$ cat src/rtl/trace_pkt_sched.sv
// trace_pkt_sched: assembles 8-word trace frames into a slot ring and drains them over valid/ready.
// Define TRACE_PKT_SCHED_OVFCNT_EN to build the saturating ovfCount/badCount counters.
module trace_pkt_sched #(
    parameter int SLOTBITS = 2
) (
    input  logic                clk,
    input  logic                rst,
    input  logic                WdAvail,
    input  logic [15:0]         PacketWd,
    input  logic                PacketReset,
    input  logic                PacketCommit,
    input  logic                sync,
    output logic                FrameValid,
    output logic [15:0]         FrameWd,
    output logic                FrameLast,
    input  logic                FrameReady,
    output logic [SLOTBITS:0]   slotsUsed,
    output logic [15:0]         ovfCount,
    output logic [7:0]          badCount
);
    localparam int NSLOT = 1 << SLOTBITS;

    typedef enum logic {IDLE, SEND} state_t;

    logic [15:0]         mem [NSLOT][8];
    logic [SLOTBITS-1:0] wrSlot, rdSlot;
    logic [3:0]          wrIdx;
    logic [2:0]          rdIdx;
    logic                drop, malformed;
    state_t              state, nextState;
    logic                clear, commit, wordIn, full, wrEn, goodCommit, beat, slotRelease;

    assign clear       = !sync || PacketReset;
    assign commit      = !clear && PacketCommit;
    assign wordIn      = !clear && !PacketCommit && WdAvail;
    assign full        = slotsUsed == (SLOTBITS+1)'(NSLOT);
    // A frame may only start into a free slot, so an undrained slot is never overwritten.
    assign wrEn        = wordIn && !(wrIdx == 4'd0 && full) && !drop && !wrIdx[3];
    assign goodCommit  = commit && !drop && wrIdx == 4'd8 && !malformed;
    assign beat        = FrameValid && FrameReady;
    assign slotRelease = beat && rdIdx == 3'd7;

    always_ff @(posedge clk or negedge rst)
        if (!rst) begin
            wrSlot    <= '0;
            wrIdx     <= '0;
            drop      <= 1'b0;
            malformed <= 1'b0;
        end else if (clear || commit) begin
            wrIdx     <= '0;
            drop      <= 1'b0;
            malformed <= 1'b0;
            if (goodCommit) wrSlot <= wrSlot + 1'b1;
        end else if (wordIn) begin
            if (wrIdx == 4'd0 && full) drop <= 1'b1;
            else if (!drop && !wrIdx[3]) wrIdx <= wrIdx + 4'd1;
            else if (wrIdx[3]) malformed <= 1'b1;
        end

    always_ff @(posedge clk)
        if (wrEn) mem[wrSlot][wrIdx[2:0]] <= PacketWd;

    always_ff @(posedge clk or negedge rst)
        if (!rst) begin
            rdSlot    <= '0;
            rdIdx     <= '0;
            slotsUsed <= '0;
        end else begin
            if (beat) rdIdx <= rdIdx + 3'd1;
            if (slotRelease) rdSlot <= rdSlot + 1'b1;
            slotsUsed <= slotsUsed + (SLOTBITS+1)'(goodCommit) - (SLOTBITS+1)'(slotRelease);
        end

    always_ff @(posedge clk or negedge rst)
        if (!rst) state <= IDLE;
        else state <= nextState;

    always_comb
        nextState = state == IDLE ? (slotsUsed != '0 ? SEND : IDLE)
                  : (slotRelease && slotsUsed == (SLOTBITS+1)'(1) && !goodCommit) ? IDLE : SEND;

    always_comb begin
        FrameValid = state == SEND;
        FrameLast  = state == SEND && rdIdx == 3'd7;
        FrameWd    = mem[rdSlot][rdIdx];
    end

`ifdef TRACE_PKT_SCHED_OVFCNT_EN
    logic ovfEvt, badEvt;
    assign ovfEvt = commit && drop;
    assign badEvt = commit && !drop && !goodCommit;

    always_ff @(posedge clk or negedge rst)
        if (!rst) begin
            ovfCount <= '0;
            badCount <= '0;
        end else begin
            if (ovfEvt && !(&ovfCount)) ovfCount <= ovfCount + 16'd1;
            if (badEvt && !(&badCount)) badCount <= badCount + 8'd1;
        end
`else
    assign ovfCount = '0;
    assign badCount = '0;
`endif
endmodule
$ cat config.mk
export PLATFORM = sky130hd
export DESIGN_NAME = trace_pkt_sched
export DESIGN_NICKNAME = d
export VERILOG_FILES = /design/src/rtl/trace_pkt_sched.sv
export SDC_FILE = /design/constraint.sdc
export NUM_CORES = 1
export LEC_CHECK = 0
export ABC_AREA = 1
export CAP_MARGIN = 5
export CORE_MARGIN = 4
export CORE_UTILIZATION = 55
export DETAILED_ROUTE_END_ITERATION = 8
export PLACE_DENSITY = 0.75
export SLEW_MARGIN = 10
export SYNTH_ARGS = -nofsm -noshare
export SYNTH_HDL_FRONTEND = slang
export SYNTH_SLANG_ARGS = --single-unit
$ cat constraint.sdc
create_clock -name clk -period 2.5 [get_ports clk]
set_clock_uncertainty 0.2 [all_clocks]
set_input_delay 0.375 -clock clk [delete_from_list [all_inputs] [get_ports clk]]
set_output_delay 0.375 -clock clk [all_outputs]
set_load 0.01 [all_outputs]
# ---- Word-level counts from Yosys, hierarchy flattened
# Memory sizes are Yosys's and may differ from the RTL's.
# Index checks and enable logic that the tools add are counted.
dict set report op_classes {
  n_reduce_logical 37
  eq_ne 6
  addsub 6
  magnitude_cmp 3
  mux 22
  bitwise_logic 2
}
# cell n
set ops {}
lappend ops {{128-bit 2-to-1 mux} 1}
lappend ops {{16-bit binary-select mux with 3-bit select} 1}
lappend ops {{16-bit demux with 3-bit select} 1}
lappend ops {{16-bit 2-to-1 mux} 3}
lappend ops {{1-bit logical AND} 17}
lappend ops {{4-bit 2-to-1 mux} 4}
lappend ops {{1-bit 2-to-1 mux} 12}
lappend ops {{4-bit greater-or-equal comparator, second input constant} 2}
lappend ops {{1-bit zero test} 8}
lappend ops {{3-bit inverter with 4-bit output} 2}
lappend ops {{2-bit nonzero test} 4}
lappend ops {{3-bit == test, second input constant} 2}
lappend ops {{2-bit by 1-bit adder with 2-bit output, second input constant} 2}
lappend ops {{4-bit by 1-bit adder with 4-bit output, second input constant} 1}
lappend ops {{4-bit == test, second input constant} 1}
lappend ops {{4-bit zero test} 1}
lappend ops {{4-bit by 1-bit less-than comparator with 1-bit output, second input constant} 1}
lappend ops {{2-bit AND reduction} 2}
lappend ops {{4-bit AND reduction} 1}
lappend ops {{3-bit by 1-bit adder with 3-bit output} 1}
lappend ops {{3-bit by 1-bit adder with 3-bit output, second input constant} 1}
lappend ops {{3-bit by 1-bit == test with 1-bit output, second input constant} 1}
lappend ops {{3-bit AND reduction} 1}
lappend ops {{3-bit nonzero test} 1}
lappend ops {{other kinds (4)} 5}
dict set report word_totals {
  word_cells 85
  out_inout_bits 45
  ramBits 512
  memories 1
  ff_bits 17
  input_bits 23
}
# name depth word_bits read_ports rd_clocked_by_memory_dff wr line
set mem_list {}
lappend mem_list {mem 4 128 1 0 1 25} ;# logic [15:0] mem [NSLOT][8];

# ---- Longest topological paths before layout
# Gate-level depths: netlist of run 1.
dict set report depth {
  ltp_word 11
  depth_mapped 12
  ltp_nobuf 11
}

# ---- Least setup slack after synthesis of run 1
# No wires, ideal clock.
dict set report synth_path {
  path_kind {register to register}
  from {register wrIdx[0]}
  to {memory mem[0][0] (netlist name) (enable)}
  t_required_ns 1.912
  path_stages_with_launch 11
  setup_ns 0.388
  t_arrival_ns 2.102
  setup_slack_ns -0.190
  cell_sequence {dfrtp_1 inv_1 ha_1 nand2_1 inv_1 nand3_2 nand2_1 nor2_1 buf_4 nand4_1 nor2_1}
}
dict set report synth_via {
  elab_chain_len 8
  elab_cells_between_ends 14
  classes_between {order compare (2); mux (4); bitwise (1); reduce/logical (7)}
}
# element line
set synth_lines {}
lappend synth_lines {{from (decl)} 27} ;# logic [3:0] wrIdx;
lappend synth_lines {{from (signal assigned)} 56} ;# else if (!drop && !wrIdx[3]) wrIdx <= wrIdx + 4'd1;
lappend synth_lines {{parallel branches: the longest is 7 deep, another holds 4-bit greater-or-equal comparator} --}
lappend synth_lines {{128-bit 2-to-1 mux (not written as such) *} 61} ;# if (wrEn) mem[wrSlot][wrIdx[2:0]] <= PacketWd;
lappend synth_lines {{to (decl)} 25}
# Every way passes the cells marked *.

# ---- Worst setup path in the final report of run 1
dict set report layout_path {
  from {register rdSlot[0]}
  to {output FrameWd[3]}
}
dict set report layout_via {
  elab_chain_len 4
}
# element line
set layout_lines {}
lappend layout_lines {{from (decl)} 26} ;# logic [SLOTBITS-1:0] wrSlot, rdSlot;
lappend layout_lines {{from (signal assigned)} 70} ;# if (slotRelease) rdSlot <= rdSlot + 1'b1;
lappend layout_lines {{memory read 4 x 128 bit} --}
lappend layout_lines {{16-bit binary-select mux with 3-bit select} 85} ;# FrameWd = mem[rdSlot][rdIdx];
lappend layout_lines {{16-bit 2-to-1 mux (not written as such) (2 in series)} 85}
lappend layout_lines {{to (decl)} 14} ;# output logic [15:0] FrameWd,
# Every way passes these cells. The select of a mux whose other input is x is not followed.

==> results of run 1 <==
registers in the layout, indices dropped and copies added (netlist names):
register    cells
FrameValid      1
rdSlot          2
rdIdx           3
mem           512
slotsUsed       3
wrIdx           4
wrSlot          2
malformed       1
drop            1
cell usage after synthesis, types with 2 or more instances:
cell type and n:
ha_1 10, buf_4 50, buf_1 8, xor2_1 6, nand2_1 738, inv_1 24
a21oi_1 6, dfrtp_1 17, o21ai_0 2, edfxtp_1 512, buf_6 17, clkbuf_1 7
nand4_1 7, nor2_1 45, buf_2 53, nand3_1 389
stage by stage:
step,utilization,setup TNS (ns),hold WS (ns)
4_1_cts,0.675,-7.64,0.277
3_5_place_dp,0.607,-29.28,0.333
6_report,0.689,-7.67,0.304
2_1_floorplan,-,-90.17,-0.121
3_3_place_gp,0.607,-10.90,0.309
5_1_grt,0.689,-9.07,0.341
layout make-up:
class                      count  area share
inverter                      26     0.00412
multi-input combinational   1234       0.219
timing repair buffer         239       0.108
timing repair inverter         1    0.000596
tap                          525      0.0241
clock inverter                35      0.0158
clock buffer                  63      0.0499
sequential                   529       0.579
critical path: stages (launching register included):
cell and delay [ns]:
dfrtp_4 0.53, buf_6 0.15, clkinv_8 0.07, buf_6 0.12, buf_4 0.13, buf_6 0.11, nand2_2 0.05, nand3_2 0.07
nand3_2 0.09, nand2_2 0.05, nand2_1 0.06, nand2_1 0.06, nand2_1 0.09, nand2_2 0.11, buf_6 0.14
logic make-up after synthesis:
group / share of synthesized area
DFF: 0.718
xor gates and xnor gates: 0.00279
and+or+nand+nor: 0.225
buffers and inverters: 0.0449
AOI/OAI and AO/OA: 0.00245
adders and majority gates: 0.00660
other: 0.000170
per-layer routing:
| metal | vias up | routed length (um) | part of all wire | global-route usage |
|---|---|---|---|---|
| li1 | 6912 | - | - | - |
| met1 | 7422 | 20800 | 0.36 | 0.325 |
| met2 | 882 | 29000 | 0.51 | 0.437 |
| met3 | 119 | 5840 | 0.10 | 0.0520 |
| met4 | 0 | 1330 | 0.023 | 0.0834 |
| met5 | - | 0 | 0 | 0 |
worst max path at each step:
| stage | start | endpoint | slack, ns |
|---|---|---|---|
| after floorplan | wrIdx[0]$_DFFE_PN0P_ | mem[0][0]$_DFFE_PP_ | -0.19 |
| after global placement | rdSlot[0]$_DFFE_PN0P_ | FrameWd[9] | -0.27 |
| after detailed placement | rdSlot[0]$_DFFE_PN0P_ | FrameWd[9] | -0.36 |
| after CTS | rdSlot[0]$_DFFE_PN0P_ | FrameWd[8] | -0.51 |
| after global routing | rdSlot[0]$_DFFE_PN0P_ | FrameWd[14] | -0.62 |
| final | rdSlot[0]$_DFFE_PN0P_ | FrameWd[3] | -0.51 |
where the power goes:
part | leakage (nW) | internal [mW] | switching [mW] | total [mW]
clock | 0.878 | 4.92 | 3.26 | 8.18
sequential | 4.80 | 9.81 | 0.132 | 9.94
combinational | 4.76 | 5.65 | 8.02 | 13.7
total | 10.4 | 20.4 | 11.4 | 31.8
repair_timing:
action | in CTS | in global routing
gates cloned | 12 | 3
setup endpoints to repair | 18 | 27
hold endpoints to repair | 17 | 0
resized for setup | 180 | 125
setup buffers | 26 | 5
pin swaps | 41 | 59
hold buffers | 1 | 0
==> summary.md, run 1 <==
| Metric | Value |
|---|---|
| Status | `complete, but fails checks` |
| Failing checks | `negative setup slack` |
| Netlist cell types | `26` |
| I/O Pins | `between 60 and 70` |
| Final setup viols | `16` |
| Setup crit start kind | `flop` |
| Worst R2R Path Depth | `12` |
| Placed Area | `24,100 um2` |
| PD cells | `1160 nW/um2` |
| Post-route cell area | `27,300 um2` |
| Total clock sinks | `529` |
| Final Instance Count excl. Fillers | `roughly 2,700` |
| Fill count | `between 2,000 and 3,000` |
| GRT Resource Usage Total | `0.253` |
| CP Capture Type | `output port` |
| Worst Setup Path Type | `reg2out` |
| RSZ-0062 raised after global routing | `true` |
| Port Buf Inserts | `43` |
| Detailed Route Iter0 Violations | `1,814` |
| Dominant cell type by area after synthesis | `edfxtp_1` |
| Clk_lat worst skew | `between 0.5 and 0.6 ns` |
| CTS Buf Count | `52` |
| Initial antenna violation count | `0` |
| DP Wirelength | `32.1 mm` |
| Sequential share of the synthesized area | `0.718` |
| Final Hold Fails | `0` |
| Ranking of synthesized cells by area | `edfxtp_1, nand2_1, nand3_1, dfrtp_1, buf_4` |
| Slew Viols, Final | `0` |
| Avg Vias per Cell | `slightly below 6` |
| # nets final | `2,117` |
| Worst R2R Setup Slack | `0.08 ns` |
| DIE HEIGHT | `roughly 210 um` |
| Core box area | `39,600 um2` |
| Most frequent cells in the layout | `nand2_1, edfxtp_1, nand3_1, buf_4, nand2_2` |
| WHS Path Cells | `3` |
| Drt wl/cell | `21.5 um` |
| DR pass1 iterations | `6` |
| Area occupied by multi-input gates | `5970 um2` |
| Worst setup margin | `-0.513 ns` |
| Synthesized cell area | `22,000 um2` |
| Ant diodes | `0` |
| DP Cell Count | `between 2,000 and 3,000` |
| Tmin final | `3.01 ns` |
| Synthesized flop and latch total | `between 500 and 600` |
| Min-delay src | `WdAvail` |
| Layout cells sized above 1 | `0.223` |
| Ys flop type | `edfxtp_1` |
| Worst endpoint required time | `1.92 ns` |
| Yosys top cell area share | `0.699` |
| Period utilization | `1.21` |
| Mean post-synth cell area | `11.6 um2` |
| Die footprint | `between 40,000 and 50,000 um2` |
| Yosys warns | `0` |
| Post-synth EDFFs | `approximately 500` |
| Largest net degree at the start of global routing | `53` |
| Maxcap violations | `0` |
| Ys async rst share | `0.0321` |
| Grt ovf | `0` |
| CTS Buffer Depth | `3` |
| Hold Path Class | `in2reg` |
| FF-to-FF End | `slotsUsed[2]$_DFF_PN0_` |
| ANT nets after route | `0` |
| Storage element area | `15,800 um2` |
| Place WS | `-0.359 ns` |
| CP arrival | `between 2 and 2.5 ns` |
| Synth Instances | `~1,900` |
| # H-tree levels | `2` |
| CTS tree | `done` |
| Final Power | `between 30 and 40 mW` |
| Area grow syn2layout | `24.1%` |
| Via count of the first global-routing pass | `between 15,000 and 20,000` |
| Initial Util | `0.555` |
| Leak Pwr | `10.4 nW` |
| Crit path max fanout | `6` |
| Achievable clock frequency | `between 300 and 400 MHz` |
| Die W | `208 um` |
| Reg2reg start | `rdIdx[0]$_DFFE_PN0P_` |
| Drt total wl | `~57 mm` |
| Global-route wire length before repair | `approximately 86 mm` |
| Worst Hold Path EP | `malformed$_DFFE_PN0P_` |
| DRC Markers | `0` |
| Root buffer selected by CTS | `clkbuf_16` |
| Clock slew at the register clock pins of the worst setup and hold paths | `0.06 ns` |
| # rows | `73` |
| GPL Wtd Cong | `~0.85` |
| Max IR drop VDD | `roughly 650 uV` |
| Via count | `15,335` |
| Most common cell after layout, fill and taps aside | `nand2_1` |
No activity file was read; power rests on OpenSTA's default activity.
==> inputs of run 2 (changes only) <==
--- a/config.mk
+++ b/config.mk
@@ -7,7 +7,7 @@
 export LEC_CHECK = 0
 export ABC_AREA = 1
 export CAP_MARGIN = 5
-export CORE_MARGIN = 4
+export CORE_ASPECT_RATIO = 0.6
 export CORE_UTILIZATION = 55
 export DETAILED_ROUTE_END_ITERATION = 8
 export PLACE_DENSITY = 0.75
==> run 2 against run 1 <==
- sequential share of layout area rose by 1.5 points
- critical path type unchanged
- global-route usage rose by 4.0 points
- register-to-register slack got worse by 0.09 ns
- design area shrank 2.6%
- critical path depth down 1
- fmax decreased by 1.3%
- core utilization shrank 1.1 points
- die area decreased by 5.6%
- flip-flop and latch count did not move
- combinational power down 7%
- sequential power barely moved
- the flow still finishes with violations (negative setup slack)
- via count up 0.83%
==> summary.md, run 2 (same netlist as run 1, synthesis figures left out) <==
| Metric | Value |
|---|---|
| DP Wirelength | `33.5 mm (+4.1%)` |
| RSZ-0062 raised after global routing | `true` |
| Hold Path Class | `in2reg` |
| Die W | `260 um (+25%)` |
| Die footprint | `40,800 um2 (-5.6%)` |
| Failing checks | `negative setup slack` |
| Worst endpoint required time | `1.92 ns (about the same)` |
| Clk network pwr share | `0.238 (-0.019)` |
| Clk_lat worst skew | `0.57 ns (-0.02 ns)` |
| Final Hold Fails | `0 (unchanged)` |
| ANT nets after route | `0 (unchanged)` |
| Port Buf Inserts | `43 (unchanged)` |
| Net Sw Frac | `0.376 (+0.0175)` |
| GPL Wtd Cong | `0.842 (-0.51%)` |
| Fill count | `2,607 (+1.4%)` |
| Global-route wire length before repair | `87.9 mm (+2.1%)` |
| Drt total wl | `61.1 mm (+7.4%)` |
| Leak Pwr | `10.1 nW (-3.7%)` |
| Max IR drop VDD | `680 uV (+4.3%)` |
| Hold_ws | `0.302 ns (-0.00186 ns)` |
| Tmin final | `3.05 ns (+0.0385 ns)` |
| PD cells | `1110 nW/um2 (-4.3%)` |
| DRC Markers | `0 (unchanged)` |
| Sequential Power Share | `0.335 (+0.022)` |
| # H-tree levels | `2 (unchanged)` |
| Most common cell after layout, fill and taps aside | `nand2_1` |
| Post-route cell area | `26,600 um2 (-2.6%)` |
| Maxcap violations | `0 (unchanged)` |
| Initial antenna violation count | `2 (+2)` |
| Slew Viols, Final | `0 (unchanged)` |
| Clock slew at the register clock pins of the worst setup and hold paths | `0.07 ns (about the same)` |
| Period utilization | `1.22 (+0.0154)` |
| Final setup viols | `17 (+1)` |
| Layout cells sized above 1 | `0.191 (-0.0320)` |
| GRT Resource Usage Total | `0.294 (+0.0402)` |
| Pint | `18.5 mW (-9.3%)` |
| Worst Setup Path Type | `reg2out` |
| Max reg flops | `512 (unchanged)` |
| Largest net degree at the start of global routing | `71 (+34%)` |
| # nets final | `2,086 (-1.5%)` |
| Drt wl/cell | `23.4 um (+9.2%)` |
| Finished Core Util | `0.678 (-0.0108)` |
| CTS Buffer Depth | `3 (unchanged)` |
| DP Cell Count | `2,487 (-0.96%)` |
| # rows | `56 (-23%)` |
| DR pass1 iterations | `8 (+2)` |
| Psw | `11.2 mW (-2.2%)` |
| Detailed Route Iter0 Violations | `2,474 (+36%)` |
| Ant diodes | `0 (unchanged)` |
| Final Instance Count excl. Fillers | `2,608 (-1.7%)` |
| Root buffer selected by CTS | `clkbuf_16` |
| I/O Pins | `68 (unchanged)` |
| Via count of the first global-routing pass | `14,543 (-5.4%)` |
| CP Capture Type | `output port` |
| Storage element area | `15,800 um2 (unchanged)` |
| CP arrival | `2.48 ns (+0.04 ns)` |
| CTS Buf Count | `47 (-9.6%)` |
| Area occupied by multi-input gates | `5850 um2 (-2.0%)` |
| Achievable clock frequency | `328 MHz (-1.3%)` |
| Worst setup margin | `-0.552 ns (-0.0385 ns)` |
| Most frequent cells in the layout | `nand2_1, edfxtp_1, nand3_1, buf_4, nand2_2` |
| Core box area | `39,200 um2 (-1.0%)` |
| DIE HEIGHT | `157 um (-25%)` |
| Via count | `15,462 (+0.83%)` |
| Placed Area | `24,000 um2 (-0.34%)` |
| Setup crit start kind | `flop` |
| Area grow syn2layout | `20.9%` |
| Place WS | `-0.270 ns (+0.0891 ns)` |
| Grt ovf | `0 (unchanged)` |
| Status | `complete, but fails checks` |
| Crit path max fanout | `8 (+2)` |
| Avg Vias per Cell | `5.93 (+2.5%)` |
| Combinational fraction of design power | `0.427 (-0.003)` |
| Total clock sinks | `529 (unchanged)` |
| CTS tree | `done` |
| Initial Util | `0.561 (+0.00570)` |
## run 2: cell types whose count changed in the layout (fill, tap and decap cells not counted), sizes merged
cell and change:
buf -28, bufbuf -1, bufinv -6, clkbuf -5, clkdlybuf4s15 -1
## run 2: repair_timing
item                                   in CTS  in global routing
endpoints found under the hold margin      17                  0
setup endpoints to repair                  18                310
pin swaps                                  20                 51
hold buffers                                1                  0
buffers inserted                           15                  6
gates resized for setup                   127                124
gates cloned                                9                  8
## run 2: critical path: stages (launching register included)
cell and delay (ns):
dfrtp_4 0.52, buf_6 0.15, buf_12 0.15, buf_12 0.17, buf_16 0.16, nand2_1 0.07, nand3_1 0.10, nand3_2 0.09
nand2_2 0.06, nand2_1 0.07, nand2_1 0.08, nand2_2 0.09, nand2_2 0.07, buf_6 0.12
## run 2: power groups by stage
stage | combinational [mW] | clock (mW) | sequential, mW
global route | 13.5 | 7.43 | 9.92
CTS | 11.5 | 7.07 | 9.92
detailed placement | 10.4 | 0 | 10.1
global placement | 10.1 | 0 | 10.1
floorplan | 6.45 | 0 | 10.1
finish | 12.7 | 7.06 | 9.92
## run 2: final cells by class
cell class                 instances  area share
sequential                       529       0.594
multi-input combinational       1234       0.220
timing repair buffer             214       0.103
clock buffer                      53      0.0451
tap                              522      0.0245
clock inverter                    30     0.00917
inverter                          26     0.00404
## run 2: worst paths after layout
path	from	to	slack, ns	cells past startpoint
worst max-delay path	rdSlot[0]$_DFFE_PN0P_	FrameWd[10]	-0.55	13
worst min-delay path	WdAvail	malformed$_DFFE_PN0P_	0.30	3
worst max register to register	rdIdx[0]$_DFFE_PN0P_	slotsUsed[2]$_DFF_PN0_	-0.01	12
worst min register to register	malformed$_DFFE_PN0P_	malformed$_DFFE_PN0P_	0.32	2
max in group asynchronous	rst	rdSlot[0]$_DFFE_PN0P_	1.37	3
min in group asynchronous	rst	drop$_DFFE_PN0P_	0.48	3
## run 2: per-layer routing
metal	wire [um]	up-vias	GRT usage	part of all wire
met4	1820	0	0.0874	0.030
met2	27200	1033	0.436	0.44
met3	8620	136	0.0779	0.14
met1	23500	7451	0.427	0.38
met5	0	-	0	0
li1	-	6842	-	-
## run 2: stage by stage
| stage | total power [mW] | TNS, ns |
|---|---|---|
| after detailed placement | 20.5 | -29.59 |
| after floorplan | 16.5 | -90.17 |
| after global placement | 20.3 | -5.27 |
| after CTS | 28.5 | -7.57 |
| final | 29.6 | -7.75 |
| after global routing | 30.8 | -9.01 |
